<file path="src/rtl/rv32i_lsu_byteseq.sv">
// Byte-serial load/store sequencer between the RV32I execute stage and a byte-wide data RAM.
// Optional macro LSU_MISALIGN_TRAP_EN turns misaligned halfword/word requests into errors.
module rv32i_lsu_byteseq #(
    parameter int AWIDTH = 12
) (
    input  logic              clock,
    input  logic              reset_n,
    input  logic              req_valid,
    output logic              req_ready,
    input  logic              req_we,
    input  logic [2:0]        req_funct3,
    input  logic [31:0]       req_addr,
    input  logic [31:0]       req_wdata,
    output logic              resp_valid,
    output logic              resp_err,
    output logic [31:0]       resp_rdata,
    output logic [AWIDTH-1:0] ram_address,
    output logic [7:0]        ram_data,
    output logic              ram_wren,
    input  logic [7:0]        ram_q
);

    typedef enum logic [1:0] {
        ST_IDLE    = 2'd0,
        ST_ACCESS  = 2'd1,
        ST_CAPTURE = 2'd2,
        ST_RESP    = 2'd3
    } state_t;

    localparam logic [32:0] ADDR_MAX = (33'd1 << AWIDTH) - 33'd1;

    state_t            state_r;
    logic [2:0]        funct3_r;
    logic              we_r;
    logic [AWIDTH-1:0] addr_r;
    logic [3:0][7:0]   wdata_r;
    logic [3:0][7:0]   bytes_r;
    logic [1:0]        k_r;
    logic [1:0]        last_r;

    logic [1:0]        last_s;
    logic [32:0]       end_addr_s;
    logic              bad_f3_s;
    logic              range_err_s;
    logic              misalign_s;
    logic              err_s;
    logic [1:0]        next_k_s;
    logic [1:0]        prev_k_s;
    logic [3:0][7:0]   full_s;

    // Sign/zero extension of the assembled little-endian bytes by load opcode.
    function automatic logic [31:0] load_extend(input logic [2:0] f3, input logic [3:0][7:0] b);
        logic [31:0] r;
        case (f3)
            3'd0:    r = {{24{b[0][7]}}, b[0]};
            3'd1:    r = {{16{b[1][7]}}, b[1], b[0]};
            3'd2:    r = {b[3], b[2], b[1], b[0]};
            3'd4:    r = {24'd0, b[0]};
            3'd5:    r = {16'd0, b[1], b[0]};
            default: r = 32'd0;
        endcase
        return r;
    endfunction

    assign req_ready = (state_r == ST_IDLE);

    // Request decode: byte count, legality and range checks on the live request.
    always_comb begin
        last_s = 2'd0;
        case (req_funct3[1:0])
            2'd0:    last_s = 2'd0;
            2'd1:    last_s = 2'd1;
            2'd2:    last_s = 2'd3;
            default: last_s = 2'd0;
        endcase
        bad_f3_s    = (req_funct3 == 3'd3) || (req_funct3 == 3'd6) || (req_funct3 == 3'd7) ||
                      (req_we && ((req_funct3 == 3'd4) || (req_funct3 == 3'd5)));
        end_addr_s  = {1'b0, req_addr} + {31'd0, last_s};
        range_err_s = (end_addr_s > ADDR_MAX);
`ifdef LSU_MISALIGN_TRAP_EN
        if (req_funct3[1:0] == 2'd1) begin
            misalign_s = req_addr[0];
        end else if (req_funct3[1:0] == 2'd2) begin
            misalign_s = (req_addr[1:0] != 2'd0);
        end else begin
            misalign_s = 1'b0;
        end
`else
        misalign_s = 1'b0;
`endif
        err_s = bad_f3_s || range_err_s || misalign_s;
    end

    // Byte index arithmetic and final load word including the byte arriving this cycle.
    always_comb begin
        next_k_s = k_r + 2'd1;
        prev_k_s = k_r - 2'd1;
        full_s   = bytes_r;
        if (state_r == ST_CAPTURE) begin
            full_s[last_r] = ram_q;
        end else begin
            full_s = bytes_r;
        end
    end

    // Sequencer FSM with registered RAM and response outputs.
    always_ff @(posedge clock or negedge reset_n) begin
        if (!reset_n) begin
            state_r     <= ST_IDLE;
            funct3_r    <= 3'd0;
            we_r        <= 1'b0;
            addr_r      <= '0;
            wdata_r     <= '0;
            bytes_r     <= '0;
            k_r         <= 2'd0;
            last_r      <= 2'd0;
            resp_valid  <= 1'b0;
            resp_err    <= 1'b0;
            resp_rdata  <= 32'd0;
            ram_address <= '0;
            ram_data    <= 8'd0;
            ram_wren    <= 1'b0;
        end else begin
            case (state_r)
                ST_IDLE: begin
                    if (req_valid) begin
                        funct3_r <= req_funct3;
                        we_r     <= req_we;
                        addr_r   <= req_addr[AWIDTH-1:0];
                        wdata_r  <= req_wdata;
                        last_r   <= last_s;
                        k_r      <= 2'd0;
                        bytes_r  <= '0;
                        if (err_s) begin
                            state_r    <= ST_RESP;
                            resp_valid <= 1'b1;
                            resp_err   <= 1'b1;
                            resp_rdata <= 32'd0;
                        end else begin
                            state_r     <= ST_ACCESS;
                            ram_address <= req_addr[AWIDTH-1:0];
                            ram_data    <= req_wdata[7:0];
                            ram_wren    <= req_we;
                        end
                    end
                end
                ST_ACCESS: begin
                    // The byte addressed in the previous ACCESS cycle is on ram_q now.
                    if ((k_r != 2'd0) && !we_r) begin
                        bytes_r[prev_k_s] <= ram_q;
                    end
                    if (k_r == last_r) begin
                        ram_wren <= 1'b0;
                        if (we_r) begin
                            state_r    <= ST_RESP;
                            resp_valid <= 1'b1;
                            resp_err   <= 1'b0;
                            resp_rdata <= 32'd0;
                        end else begin
                            state_r <= ST_CAPTURE;
                        end
                    end else begin
                        k_r         <= next_k_s;
                        ram_address <= addr_r + {{(AWIDTH-2){1'b0}}, next_k_s};
                        ram_data    <= wdata_r[next_k_s];
                    end
                end
                ST_CAPTURE: begin
                    state_r    <= ST_RESP;
                    resp_valid <= 1'b1;
                    resp_err   <= 1'b0;
                    resp_rdata <= load_extend(funct3_r, full_s);
                end
                ST_RESP: begin
                    state_r    <= ST_IDLE;
                    resp_valid <= 1'b0;
                    resp_err   <= 1'b0;
                    resp_rdata <= 32'd0;
                end
                default: begin
                    state_r    <= ST_IDLE;
                    resp_valid <= 1'b0;
                    resp_err   <= 1'b0;
                    ram_wren   <= 1'b0;
                end
            endcase
        end
    end

endmodule

</file>
<file path="config.mk">
export PLATFORM = sky130hd
export DESIGN_NAME = rv32i_lsu_byteseq
export DESIGN_NICKNAME = d
export VERILOG_FILES = /design/src/rtl/rv32i_lsu_byteseq.sv
export SDC_FILE = /design/constraint.sdc
export NUM_CORES = 1
export LEC_CHECK = 0
export ABC_AREA = 1
export CORE_ASPECT_RATIO = 1.1
export CORE_MARGIN = 4
export CORE_UTILIZATION = 35
export DETAILED_ROUTE_END_ITERATION = 16
export SLEW_MARGIN = 5
export SYNTH_ARGS = -nofsm -noshare
export SYNTH_HDL_FRONTEND = slang
export SYNTH_SLANG_ARGS = --single-unit
</file>
<file path="constraint.sdc">
create_clock -name clock -period 8.1 [get_ports clock]
set_clock_uncertainty 0.15 [all_clocks]
set_input_delay 1.62 -clock clock [delete_from_list [all_inputs] [get_ports clock]]
set_output_delay 1.62 -clock clock [all_outputs]
set_load 0.01 [all_outputs]
</file>
==> impl_metrics.json <==
{
  "cts.hold.buffers_added": 0,
  "num_vias": 7618,
  "slowest_stage": "sky130_fd_sc_hd__nand2_4",
  "fraction_of_final_layout_cells_sized_beyond_drive_strength_1_pct": 8.773,
  "power.ir.vdd_worst_mv": 0.1741,
  "synthDistinctLibCells": 37,
  "relSlewSlack_pct": 22.72,
  "root_buffer": "sky130_fd_sc_hd__clkbuf_16",
  "worst-r2r-setup-slack_ns": 3.76,
  "placement.setup.worst_slack_ns": 2.266,
  "post_cts_resize_count": 0,
  "maxSlewViolCount": 0,
  "dominant_delay_contributor_by_cell_family_on_the_critical_path": "simple AND/OR/NAND/NOR gates",
  "synth_most_common_cell": "sky130_fd_sc_hd__nand2_1",
  "worst-endpoint-arrival_ns": 5.61,
  "die_w_um": 154.5,
  "grt_setup_unrepaired": "false",
  "post_detailed_route_count_of_antenna_violating_nets": 0,
  "maxClockFrequency_mhz": 185.0,
  "worst_r2r_endpoint": "ram_address[11]$_DFFE_PN0P_",
  "filler_cell_count": 2390,
  "tritoncts": "done",
  "routed_wl_mm": 23.28,
  "crit_required_ns": 8.31,
  "initial_drc_count": 566,
  "worst-path-stages": 19,
  "global_route_wire_length_before_repair_mm": 38.97,
  "count_of_buffers_from_port_buffering": 134,
  "syn_inst": 1105,
  "synth.ff_latch_count": 141,
  "worst_pin_slew_ns": 1.151,
  "post-route-worst-setup-slack_ns": 2.694,
  "startpoint_type": "primary input",
  "final.period_utilization_pct": 66.74,
  "die-height_um": 169.2,
  "nets": 1315,
  "initial_core_util_pct": 35.83,
  "fp-row-count": 58,
  "gp_routability_congestion": 0.9526,
  "beginning_of_the_worst_register_to_register_path": "k_r[0]$_DFFE_PN0P_",
  "drt-pass1-iter-count": 6,
  "netlist.area_leader.share_pct": 42.68,
  "syn_nets": 1202,
  "clk_transition_reported_paths_ns": 0.06,
  "utilization_pct": 45.17,
  "holdCritStartpoint": "bytes_r[31]$_DFFE_PN0P_",
  "design.portCount": 135,
  "reg2regPathDepth": 12,
  "vias_per_cell": 4.973,
  "h-tree-depth": 4,
  "p_leak_uw": 0.004970,
  "min_delay_path_depth": 2,
  "synth_sequential_area_ratio_pct": 42.68,
  "die-area_mm2": 0.02615,
  "dominantRegCellSynth": "sky130_fd_sc_hd__dfrtp_1",
  "drc": 0,
  "layout-area-overhead-vs-synth_pct": 26.09,
  "cap_violations": 0,
  "setup_tns_ns": 0,
  "synth_enable_flop_cells": 0,
  "globalRouteTotalUtil_pct": 18.17,
  "gr-total-overflow": 0,
  "worstSetupEndpoint": "resp_rdata[29]$_DFFE_PN0P_",
  "cp_cell_sequence": "clkdlybuf4s50_1 -> inv_1 -> ha_1 -> ha_1 -> fa_1 -> nand2_2 -> nor2_4 -> nand2_4 -> nor2_4 -> or2_2 -> nand2_1 -> nand3_1 -> nor2_1 -> nand3_1 -> nor2_1 -> nand3_2 -> nand2_4 -> nand2_1 -> nand2_1",
  "yosysWarnings": 0,
  "critPathCaptureType": "register",
  "library_cell_with_the_largest_summed_area_after_synthesis": "sky130_fd_sc_hd__dfrtp_1",
  "critPathMostFrequentCell": "sky130_fd_sc_hd__nand2_1",
  "dp.final_hpwl_mm": 16.78,
  "async_reset_ff_share_pct": 100.0,
  "syn-cell-area_mm2": 0.008268,
  "post_cts_buffers": 0,
  "crit_path_max_fanout": 34,
  "clk_latency_ns": 0.42,
  "postSynthAreaPerCell_um2": 7.482,
  "netlist_top_cells_area": "sky130_fd_sc_hd__dfrtp_1 (43%), sky130_fd_sc_hd__nand2_1 (15%), sky130_fd_sc_hd__o21ai_0 (6.4%)",
  "post_drt_wl_per_cell_um": 15.19,
  "placeableCoreArea_mm2": 0.02308,
  "grt_pass1_vias": 7611,
  "worst-setup-path-type": "in2reg",
  "power.density_cell_area_mw_per_mm2": 325.6,
  "timing.critical_path.from": "req_funct3[1]",
  "critical_path.n_buffers_inverters": 2,
  "cts_sinks": 141,
  "status": "finished clean",
  "final_hold_viol_count": 0,
  "critical_path.max_stage_delay_ns": 0.56,
  "cts_buffers": 17,
  "grt_max_degree": 86,
  "hold_slack_ns": 0.3103,
  "hold_path_class": "reg2reg",
  "cts-root-to-sink-buffers": 2,
  "final_period_demand_of_the_worst_path_ns": 5.406,
  "total_setup_violations_reported_at_the_end_of_the_flow": 0,
  "antenna_found_initial": 1,
  "ys_top_cells_by_count": "sky130_fd_sc_hd__nand2_1 (326), sky130_fd_sc_hd__dfrtp_1 (141), sky130_fd_sc_hd__o21ai_0 (105)"
}
kinds of logic after synthesis:
family | synth area share, %
AND/OR/NAND/NOR | 29.25
AO/OA/AOI/OAI | 12.48
flip-flops | 42.68
XOR/XNOR | 0.6357
multiplexers | 4.631
buffers and inverters | 7.415
adder cells (fa/ha/maj) | 2.906
where the power goes:
group          internal [uW]  switching [uW]  total [uW]  leakage (uW)
clock network            489             329         818      0.000287
registers                957             170        1130       0.00182
logic                    591             857        1450       0.00286
total                   2040            1360        3390       0.00497
flip-flops by register name, summed over array words and instances, names as in the netlist:
name and count:
addr_r 12, resp_rdata 32, resp_valid 1, ram_data 8, state_r 2, resp_err 1, ram_wren 1, funct3_r 3
last_r 2, ram_address 12, wdata_r 32, k_r 2, bytes_r 32, we_r 1
routing by layer:
layer	global-route usage [%]	wire length [um]
met1	25.31	10990
met2	28.91	10720
met3	3.979	1189
met4	4.647	381
met5	0	0
final cells by class:
class                           instances  area, um2  area share, %
Antenna cell                            1      2.502        0.02400
Clock buffer                           17      425.4          4.081
Clock inverter                         15      186.4          1.788
Inverter                              105      394.1          3.781
Multi-Input combinational cell        815       4140          39.71
Sequential cell                       141       3528          33.85
Tap cell                              300      375.4          3.601
Timing Repair Buffer                  138       1373          13.17
worst register-to-register path, stage by stage (launching register included):
cell,delay [ns]
sky130_fd_sc_hd__dfrtp_1,0.84
sky130_fd_sc_hd__inv_1,0.60
sky130_fd_sc_hd__ha_1,0.95
sky130_fd_sc_hd__ha_1,0.29
sky130_fd_sc_hd__nand2_1,0.05
sky130_fd_sc_hd__nand2_1,0.09
sky130_fd_sc_hd__nand2_1,0.08
sky130_fd_sc_hd__nor4_1,0.62
sky130_fd_sc_hd__nand3_1,0.15
sky130_fd_sc_hd__nand3_1,0.12
sky130_fd_sc_hd__o21ai_0,0.11
sky130_fd_sc_hd__nand3_1,0.13
sky130_fd_sc_hd__nand2_1,0.07
per-stage QoR:
step | cell area, um2 | std cells | power [uW]
6_report | 10430 | 1532 | 3394
5_1_grt | 10430 | 1532 | 3658
4_1_cts | 10420 | 1531 | 3428
3_5_place_dp | 9811 | 1499 | 2595
3_3_place_gp | 9811 | 1499 | 2573
2_1_floorplan | 8268 | 1105 | 2080
cells in the final DEF (no fill, tap or decap), types with 5 or more instances in the layout:
cell type	n
sky130_fd_sc_hd__nand2_1	325
sky130_fd_sc_hd__dfrtp_1	141
sky130_fd_sc_hd__clkdlybuf4s50_1	133
sky130_fd_sc_hd__o21ai_0	105
sky130_fd_sc_hd__inv_1	102
sky130_fd_sc_hd__nor2_1	96
sky130_fd_sc_hd__nand3_1	90
sky130_fd_sc_hd__a21oi_1	50
sky130_fd_sc_hd__mux2_2	34
sky130_fd_sc_hd__clkbuf_16	17
sky130_fd_sc_hd__ha_1	16
sky130_fd_sc_hd__nand4_1	11
sky130_fd_sc_hd__or2_2	10
sky130_fd_sc_hd__o22ai_1	10
sky130_fd_sc_hd__nor2_2	8
sky130_fd_sc_hd__a32o_1	8
sky130_fd_sc_hd__nand2_2	7
sky130_fd_sc_hd__a211oi_1	7
sky130_fd_sc_hd__nand3b_1	6
sky130_fd_sc_hd__nor2_4	5
sky130_fd_sc_hd__inv_6	5
how the worst min path moves through the flow:
stage                     slack (ns)                 endpoint
after floorplan                 0.28  bytes_r[24]$_DFFE_PN0P_
after global placement          0.29  bytes_r[25]$_DFFE_PN0P_
after detailed placement        0.30  bytes_r[31]$_DFFE_PN0P_
after CTS                       0.31  bytes_r[31]$_DFFE_PN0P_
after global routing            0.34  bytes_r[26]$_DFFE_PN0P_
final                           0.31  bytes_r[31]$_DFFE_PN0P_
Note: power is estimated with default switching activity, not from simulation.
